==> config.mk <==
export PLATFORM = sky130hd
export DESIGN_NAME = ppu_oam_dma
export DESIGN_NICKNAME = d
export VERILOG_FILES = /design/src/rtl/ppu_pkg.sv /design/src/rtl/ppu_oam_dma.sv
export SDC_FILE = /design/constraint.sdc
export NUM_CORES = 1
export LEC_CHECK = 0
export CORE_UTILIZATION = 45
export DETAILED_ROUTE_END_ITERATION = 10
export MAX_ROUTING_LAYER = met4
export PLACE_DENSITY = 0.7
export SETUP_SLACK_MARGIN = 0.2
export SLEW_MARGIN = 20
export SYNTH_ARGS = -nofsm -noshare
export SYNTH_HDL_FRONTEND = slang
export SYNTH_SLANG_ARGS = --single-unit
export TNS_END_PERCENT = 20
==> constraint.sdc <==
create_clock -name clk -period 2.9 [get_ports clk]
set_clock_uncertainty 0.1 [all_clocks]
set_input_delay 0.435 -clock clk [delete_from_list [all_inputs] [get_ports clk]]
set_output_delay 0.435 -clock clk [all_outputs]
set_load 0.02 [all_outputs]
==> src/rtl/ppu_pkg.sv <==
// Shared PPU definitions: DMA engine state encoding and CPU register select codes.
package ppu_pkg;

    typedef enum logic [2:0] {
        ST_IDLE  = 3'd0,
        ST_HALT  = 3'd1,
        ST_ALIGN = 3'd2,
        ST_READ  = 3'd3,
        ST_WRITE = 3'd4
    } dma_state_t;

    localparam logic [1:0] SEL_OAMADDR = 2'd0;
    localparam logic [1:0] SEL_OAMDATA = 2'd1;
    localparam logic [1:0] SEL_DMA     = 2'd2;

endpackage

==> src/rtl/ppu_oam_dma.sv <==
// OAM register port and 256-byte sprite DMA engine. It halts the CPU, copies
// page XX00..XXFF into sprite RAM starting at OAMADDR (with wrap), and also
// handles single-byte OAMDATA writes while idle.
module ppu_oam_dma
    import ppu_pkg::*;
#(
    parameter logic ALIGN_EN = 1'b1
) (
    input  logic        clk,
    input  logic        rst,
    input  logic        reg_wr,
    input  logic [1:0]  reg_sel,
    input  logic [7:0]  reg_wdata,
    input  logic        cpu_odd_cycle,
    output logic [15:0] mem_addr,
    output logic        mem_rd,
    input  logic [7:0]  mem_rdata,
    output logic        cpu_halt,
    output logic        spram_we,
    output logic [7:0]  spram_waddr,
    output logic [7:0]  spram_wdata,
    output logic [7:0]  oam_addr,
    output logic        busy
);

    dma_state_t state;
    logic [7:0] page;
    logic [8:0] count;
    logic [8:0] count_inc;

    // Single-byte OAMDATA write, presented the cycle after the CPU strobe.
    logic       pio_we;
    logic [7:0] pio_addr;
    logic [7:0] pio_data;

    assign count_inc = count + 9'd1;
    assign busy      = (state != ST_IDLE);

    // In WRITE the byte read last cycle goes straight to the RAM port; otherwise the
    // registered OAMDATA write (if any) owns it.
    always_comb begin
        spram_we    = pio_we;
        spram_waddr = pio_addr;
        spram_wdata = pio_data;
        if (state == ST_WRITE) begin
            spram_we    = 1'b1;
            spram_waddr = oam_addr;
            spram_wdata = mem_rdata;
        end
    end

    // DMA sequencer plus CPU register decode; register writes are only honoured in IDLE.
    always_ff @(posedge clk or negedge rst) begin
        if (!rst) begin
            state    <= ST_IDLE;
            oam_addr <= 8'h00;
            page     <= 8'h00;
            count    <= 9'd0;
            cpu_halt <= 1'b0;
            mem_rd   <= 1'b0;
            mem_addr <= 16'h0000;
            pio_we   <= 1'b0;
            pio_addr <= 8'h00;
            pio_data <= 8'h00;
        end else begin
            mem_rd <= 1'b0;
            pio_we <= 1'b0;
            case (state)
                ST_IDLE: begin
                    if (reg_wr) begin
                        case (reg_sel)
                            SEL_OAMADDR: oam_addr <= reg_wdata;
                            SEL_OAMDATA: begin
                                pio_we   <= 1'b1;
                                pio_addr <= oam_addr;
                                pio_data <= reg_wdata;
                                oam_addr <= oam_addr + 8'd1;
                            end
                            SEL_DMA: begin
                                page     <= reg_wdata;
                                count    <= 9'd0;
                                cpu_halt <= 1'b1;
                                state    <= ST_HALT;
                            end
                            default: ;
                        endcase
                    end
                end
                ST_HALT: begin
                    if ((ALIGN_EN != 1'b0) && cpu_odd_cycle) begin
                        state <= ST_ALIGN;
                    end else begin
                        state    <= ST_READ;
                        mem_rd   <= 1'b1;
                        mem_addr <= {page, count[7:0]};
                    end
                end
                ST_ALIGN: begin
                    state    <= ST_READ;
                    mem_rd   <= 1'b1;
                    mem_addr <= {page, count[7:0]};
                end
                ST_READ: begin
                    state <= ST_WRITE;
                end
                ST_WRITE: begin
                    oam_addr <= oam_addr + 8'd1;
                    count    <= count_inc;
                    if (count_inc == 9'd256) begin
                        state    <= ST_IDLE;
                        cpu_halt <= 1'b0;
                    end else begin
                        state    <= ST_READ;
                        mem_rd   <= 1'b1;
                        mem_addr <= {page, count_inc[7:0]};
                    end
                end
                default: begin
                    state    <= ST_IDLE;
                    cpu_halt <= 1'b0;
                end
            endcase
        end
    end

endmodule

==> results of run 1 <==
logic make-up (layout without fill, tap and decap cells):
family	Yosys count	in the layout	share of synthesized area
flops	63	63	0.494
simple gates	116	116	0.167
compound gates	49	49	0.102
fa+ha+maj	4	4	0.0157
xor+xnor	6	6	0.0165
mux	44	44	0.163
buf+inv	25	98	0.0415
per-stage QoR:
stage / utilization / area, sq um
finish: 0.603 / 4120
global route: 0.603 / 4120
CTS: 0.601 / 4110
detailed placement: 0.577 / 3950
global placement: 0.577 / 3950
floorplan: - / 3190
cell usage after synthesis (3+ instances only):
cell type  instances  share of area
mux2_4             8          0.038
a21oi_1           13          0.020
nor2_1            18          0.021
mux2i_1            3         0.0094
xnor2_1            4          0.011
o21ai_0           15          0.024
dfrtp_1           63           0.49
nand4_1            3         0.0059
nand2_1           61          0.072
mux2_2            33           0.12
inv_1              8         0.0094
clkbuf_1           8         0.0094
and3_1             3         0.0059
buf_4              3         0.0071
nand3_1           13          0.020
ha_1               4          0.016
critical path, delay by kind of cell, from the launching register on:
family,cells,cell delay [ns]
AND/OR/NAND/NOR,2,0.66
flip-flops,1,0.46
buffers and inverters,2,0.82
registers in the layout (all words and copies together) (netlist names):
name,flops
count,9
cpu_halt,1
mem_addr,16
mem_rd,1
oam_addr,8
page,8
pio_addr,8
pio_data,8
pio_we,1
state,3
power by group:
group / internal, mW / total, mW / switching (mW)
combinational: 1.19 / 2.28 / 1.10
sequential: 1.28 / 1.65 / 0.373
clock: 0.306 / 0.636 / 0.329
total: 2.77 / 4.57 / 1.80
timing repair:
item / CTS / global route
setup endpoints to repair: 17 / 23
hold buffers: 0 / 0
resized for setup: 7 / 4
worst paths after layout:
kind                                from          end  slack [ns]  cells after the start
max in group asynchronous            rst  pio_addr[6]        2.00                      2
worst max register to register  count[1]  mem_addr[7]        0.29                      7
worst max-delay path            state[1]     spram_we        0.08                      4
worst min register to register  count[8]     count[8]        0.39                      1
min in group clk                count[8]     count[8]        0.39                      1
worst min-delay path                 rst  mem_addr[7]        0.07                      1
layer usage:
layer  vias to the layer above  routed length (um)  global-route usage
li1                       1196                   -                   -
met1                      1211                3250               0.259
met2                        49                3310               0.328
met3                         6                 253              0.0524
met4                         0                  67              0.0606
met5                         -                   0                   -
area by class of cell:
type                       count  area [sq um]  area share
inverter                       9          38.8     0.00942
tap                           96           120      0.0292
sequential                    63          1580       0.383
clock inverter                 4          22.5     0.00547
clock buffer                  12           135      0.0328
multi-input combinational    219          1480       0.360
timing repair buffer          73           741       0.180
==> flow_summary.toml, run 1 <==
[synthesis]
syn_area_sq_um = 3190
async_flop_share = 1.00
synth_edf_count = 0
syn_nets = 333
ys_types = 54
yosysSeqAreaShare = 0.494
yosys_warnings = 0
synth-main-ff-cell = "dfrtp_1"
syn_area_per_cell_sq_um = 10.4
ys_ff_latch = 63
syn_inst = 307

[cells_and_area]
final_cells = 476
n_fill_cell = 614
final_nets = 401
insertedDiodeCount = 0
syn_to_final_growth_pct = 29.0
drive_gt1_frac = 0.195
layout_common_cells = "dfrtp_1 (62), nand2_1 (61), clkdlybuf4s50_1 (57)"
final_common_cell = "dfrtp_1"

[die]
start_util = 0.467
dieArea_sq_um = 7440
core-area_sq_um = 6830
die_y_um = 86.2
die_w_um = 86.2
rows = 30
io_pins = 66

[timing]
slew_viol_final = 0
setup_tns_ns = 0
rsz0062_at_grt = "true"
finalSetupViolations = 0
period_needed_ns = 2.82
whs_ns = 0.0741
hold_viol_final = 0
setup_slack_ns = 0.0814
slew_headroom = 0.488
fmax_ghz = 0.355
finalCritPeriodShare = 0.972
tightest_slew_ns = 0.767

[power_and_ir_drop]
leakagePower_nw = 1.89
total_power_mw = 4.57
power_density_nw_per_um2 = 1110
ir_worst_vdd_v = 0.000496

[placement]
globalplace.congestion = 0.902
dp.final_hpwl_um = 4860
post-place-cells = 460
numPortBuffers = 65
pre_cts_slack_ns = 0.297

[critical_path]
cp.required_ns = 2.37
max_stage_delay_ns = 0.60
cp-end-kind = "output port"
worst-setup-path-type = "flip-flop to output port"
startpoint_type = "flip-flop"
arrival_ns = 2.28
crit_chain = "or3b_2 > buf_6 > nand2b_1 > clkdlybuf4s50_1"
worstPathMaxFanout = 29
crit_slowest_cell = "clkdlybuf4s50_1"

[global_routing]
grtUsageTotal = 0.205
grt_max_degree = 33
grt_pass1_wl_um = 11400
grt_pass1_vias = 2426
grt_antenna_before_repair = 0
grt_remaining_overflow = 0

[drt]
ant_nets = 0
wl_per_cell_um = 14.5
dr.pass1.iters = 4
drt_wl_total_um = 6880
num_vias = 2462
drt_iter0_drc = 109
drc = 0
via_per_inst = 5.17

[clock_network]
h-tree-depth = 3
cts_tree = "yes"
clock_path_buffers = 2
clk_latency_ns = 0.33
clockRootBuffer = "clkbuf_8"
numCtsBuffers = 9
cts.sinks = 63
postCtsSetupBuffers = 0
path_clk_slew_ns = 0.07

[hold_path]
hold_path.class = "input pin to async pin"

[job]
drv_cap = 0

[outcome]
status = "finished clean"
Power figures use the tool's default switching activity.
==> run 2: changes to the inputs <==
--- a/config.mk
+++ b/config.mk
@@ -9,6 +9,7 @@
 export DETAILED_ROUTE_END_ITERATION = 10
 export MAX_ROUTING_LAYER = met4
 export PLACE_DENSITY = 0.7
+export RECOVER_POWER = 100
 export SETUP_SLACK_MARGIN = 0.2
 export SLEW_MARGIN = 20
 export SYNTH_ARGS = -nofsm -noshare
==> run 2 against run 1 <==
- the run now ends with max-capacitance violations, max-slew violations left
- power down 4.4%
- sequential share of layout area up 1.1 points
- cell count unchanged
- critical path type unchanged
- largest cell class unchanged
- largest power group unchanged
==> flow_summary.toml, run 2 (synthesis gave the netlist of run 1 again) <==
[clock_network]
cts.sinks = 63
cts_tree = "yes"
cts.hold.buffers_added = 0
h-tree-depth = 3
clockRootBuffer = "clkbuf_8"
clk_latency_ns = 0.33
clock_path_buffers = 2
numCtsBuffers = 9
path_clk_slew_ns = 0.07

[power_and_ir_drop]
total_power_mw = 4.37
power_density_nw_per_um2 = 1090
leakagePower_nw = 1.83
ir_worst_vdd_v = 0.000479

[timing]
setup_tns_ns = 0
finalSetupViolations = 0
period_needed_ns = 2.81
tightest_slew_ns = 1.77
hold_viol_final = 0
finalCritPeriodShare = 0.968
slew_headroom = -0.179
fmax_ghz = 0.356
slew_viol_final = 33
rsz0062_at_grt = "true"

[cells_and_area]
final_common_cell = "dfrtp_1"
final_nets = 401
finish.instance_area_sq_um = 4010
layout_common_cells = "dfrtp_1 (62), nand2_1 (61), mux2_2 (33)"
regMostFlops = "mem_addr"
insertedDiodeCount = 0
largest_reg_flops = 16
reg_top3 = "mem_addr x16, count x9"
drive_gt1_frac = 0.155
final_cells = 476
syn_to_final_growth_pct = 25.5

[drt]
routed.top_layer = "met4"
drc = 0
drt_wl_total_um = 6850
drt_iter0_drc = 131
wl_per_cell_um = 14.4
ant_nets = 0
wl_met2_um = 3390
met1Wirelength_um = 3140
num_vias = 2464
dr.pass1.iters = 4
dr_wl_met3_um = 268
via_per_inst = 5.18

[critical_path]
cp-end-kind = "output port"
worstReg2RegEnd = "mem_addr[14]"
startpoint_type = "flip-flop"
arrival_ns = 2.27
worstPathMaxFanout = 29
reg2reg_depth = 7
worst-setup-path-type = "flip-flop to output port"
rrSetupSlack_ns = 0.19
reg2reg_from = "count[1]"
startpoint = "state[1]"
endpoint = "spram_we"
cp.required_ns = 2.37

[die]
io_pins = 66
start_util = 0.467
rows = 30
die_y_um = 86.2
die_w_um = 86.2
dieArea_sq_um = 7440
core-area_sq_um = 6830

[placement]
placed_area_sq_um = 3950
numPortBuffers = 65
dp.final_hpwl_um = 4860
globalplace.congestion = 0.902
post-place-cells = 460

[outcome]
status = "finished with violations"
violations = "max-capacitance violations, max-slew violations"

[hold_path]
hold_path.class = "flip-flop to flip-flop"

[global_routing]
grt_max_degree = 33
grt_pass1_wl_um = 11400
grt_antenna_before_repair = 0
grt_pass1_vias = 2426
grtUsageTotal = 0.205
grt_remaining_overflow = 0

[job]
drv_cap = 1
## run 2: worst min path at each step
stage          slack (ns)  depth (start not counted)        start          end
6_report             0.39                          1  mem_addr[6]  mem_addr[6]
3_3_place_gp         0.38                          1     count[8]     count[8]
4_1_cts              0.09                          1          rst     cpu_halt
5_1_grt              0.41                          1  mem_addr[5]  mem_addr[5]
3_5_place_dp         0.38                          1     count[8]     count[8]
2_1_floorplan        0.04                          0          rst     count[0]
## run 2: layout make-up
class	count	area, sq um
multi-input cells	219	1440
clock inverters	4	22.5
repair buffers	73	678
clock buffers	12	135
flip-flops and latches	63	1580
inverters	9	38.8
well taps	96	120
fillers	625	2820
## run 2: layer usage
layer  vias to the layer above  global-route usage
li1                       1201                   -
met1                      1203               0.259
met2                        56               0.328
met3                         4              0.0524
met4                         0              0.0606
met5                         -                   -
## run 2: where the power goes
group | internal (mW) | leakage [nW] | switching (mW) | total (mW)
Combinational | 1.02 | 0.956 | 1.08 | 2.10
Sequential | 1.28 | 0.789 | 0.360 | 1.64
Clock | 0.306 | 0.0801 | 0.328 | 0.635
Total | 2.61 | 1.83 | 1.76 | 4.37
## run 2: critical path: stages (launching register included)
cell             delay (ns)
dfrtp_1                0.46
or3b_2                 0.56
buf_6                  0.21
nand2b_1               0.10
clkdlybuf4s50_1        0.60
## run 2: through the flow
stage                     hold WS (ns)  setup slack [ns]   util
final                            0.388            0.0923  0.587
after global routing             0.410            0.0159  0.587
after CTS                       0.0891            0.0923  0.601
after detailed placement         0.381             0.297  0.577
after global placement           0.379             0.354  0.577
after floorplan                 0.0394             0.433      -
## run 2: repair_timing
| item | CTS | global route |
|---|---|---|
| hold endpoints to repair | 0 | 0 |
| resized for setup | 7 | 4 |
| gates cloned | 0 | 0 |
| endpoints found under the setup margin | 17 | 23 |
| buffers inserted | 0 | 0 |
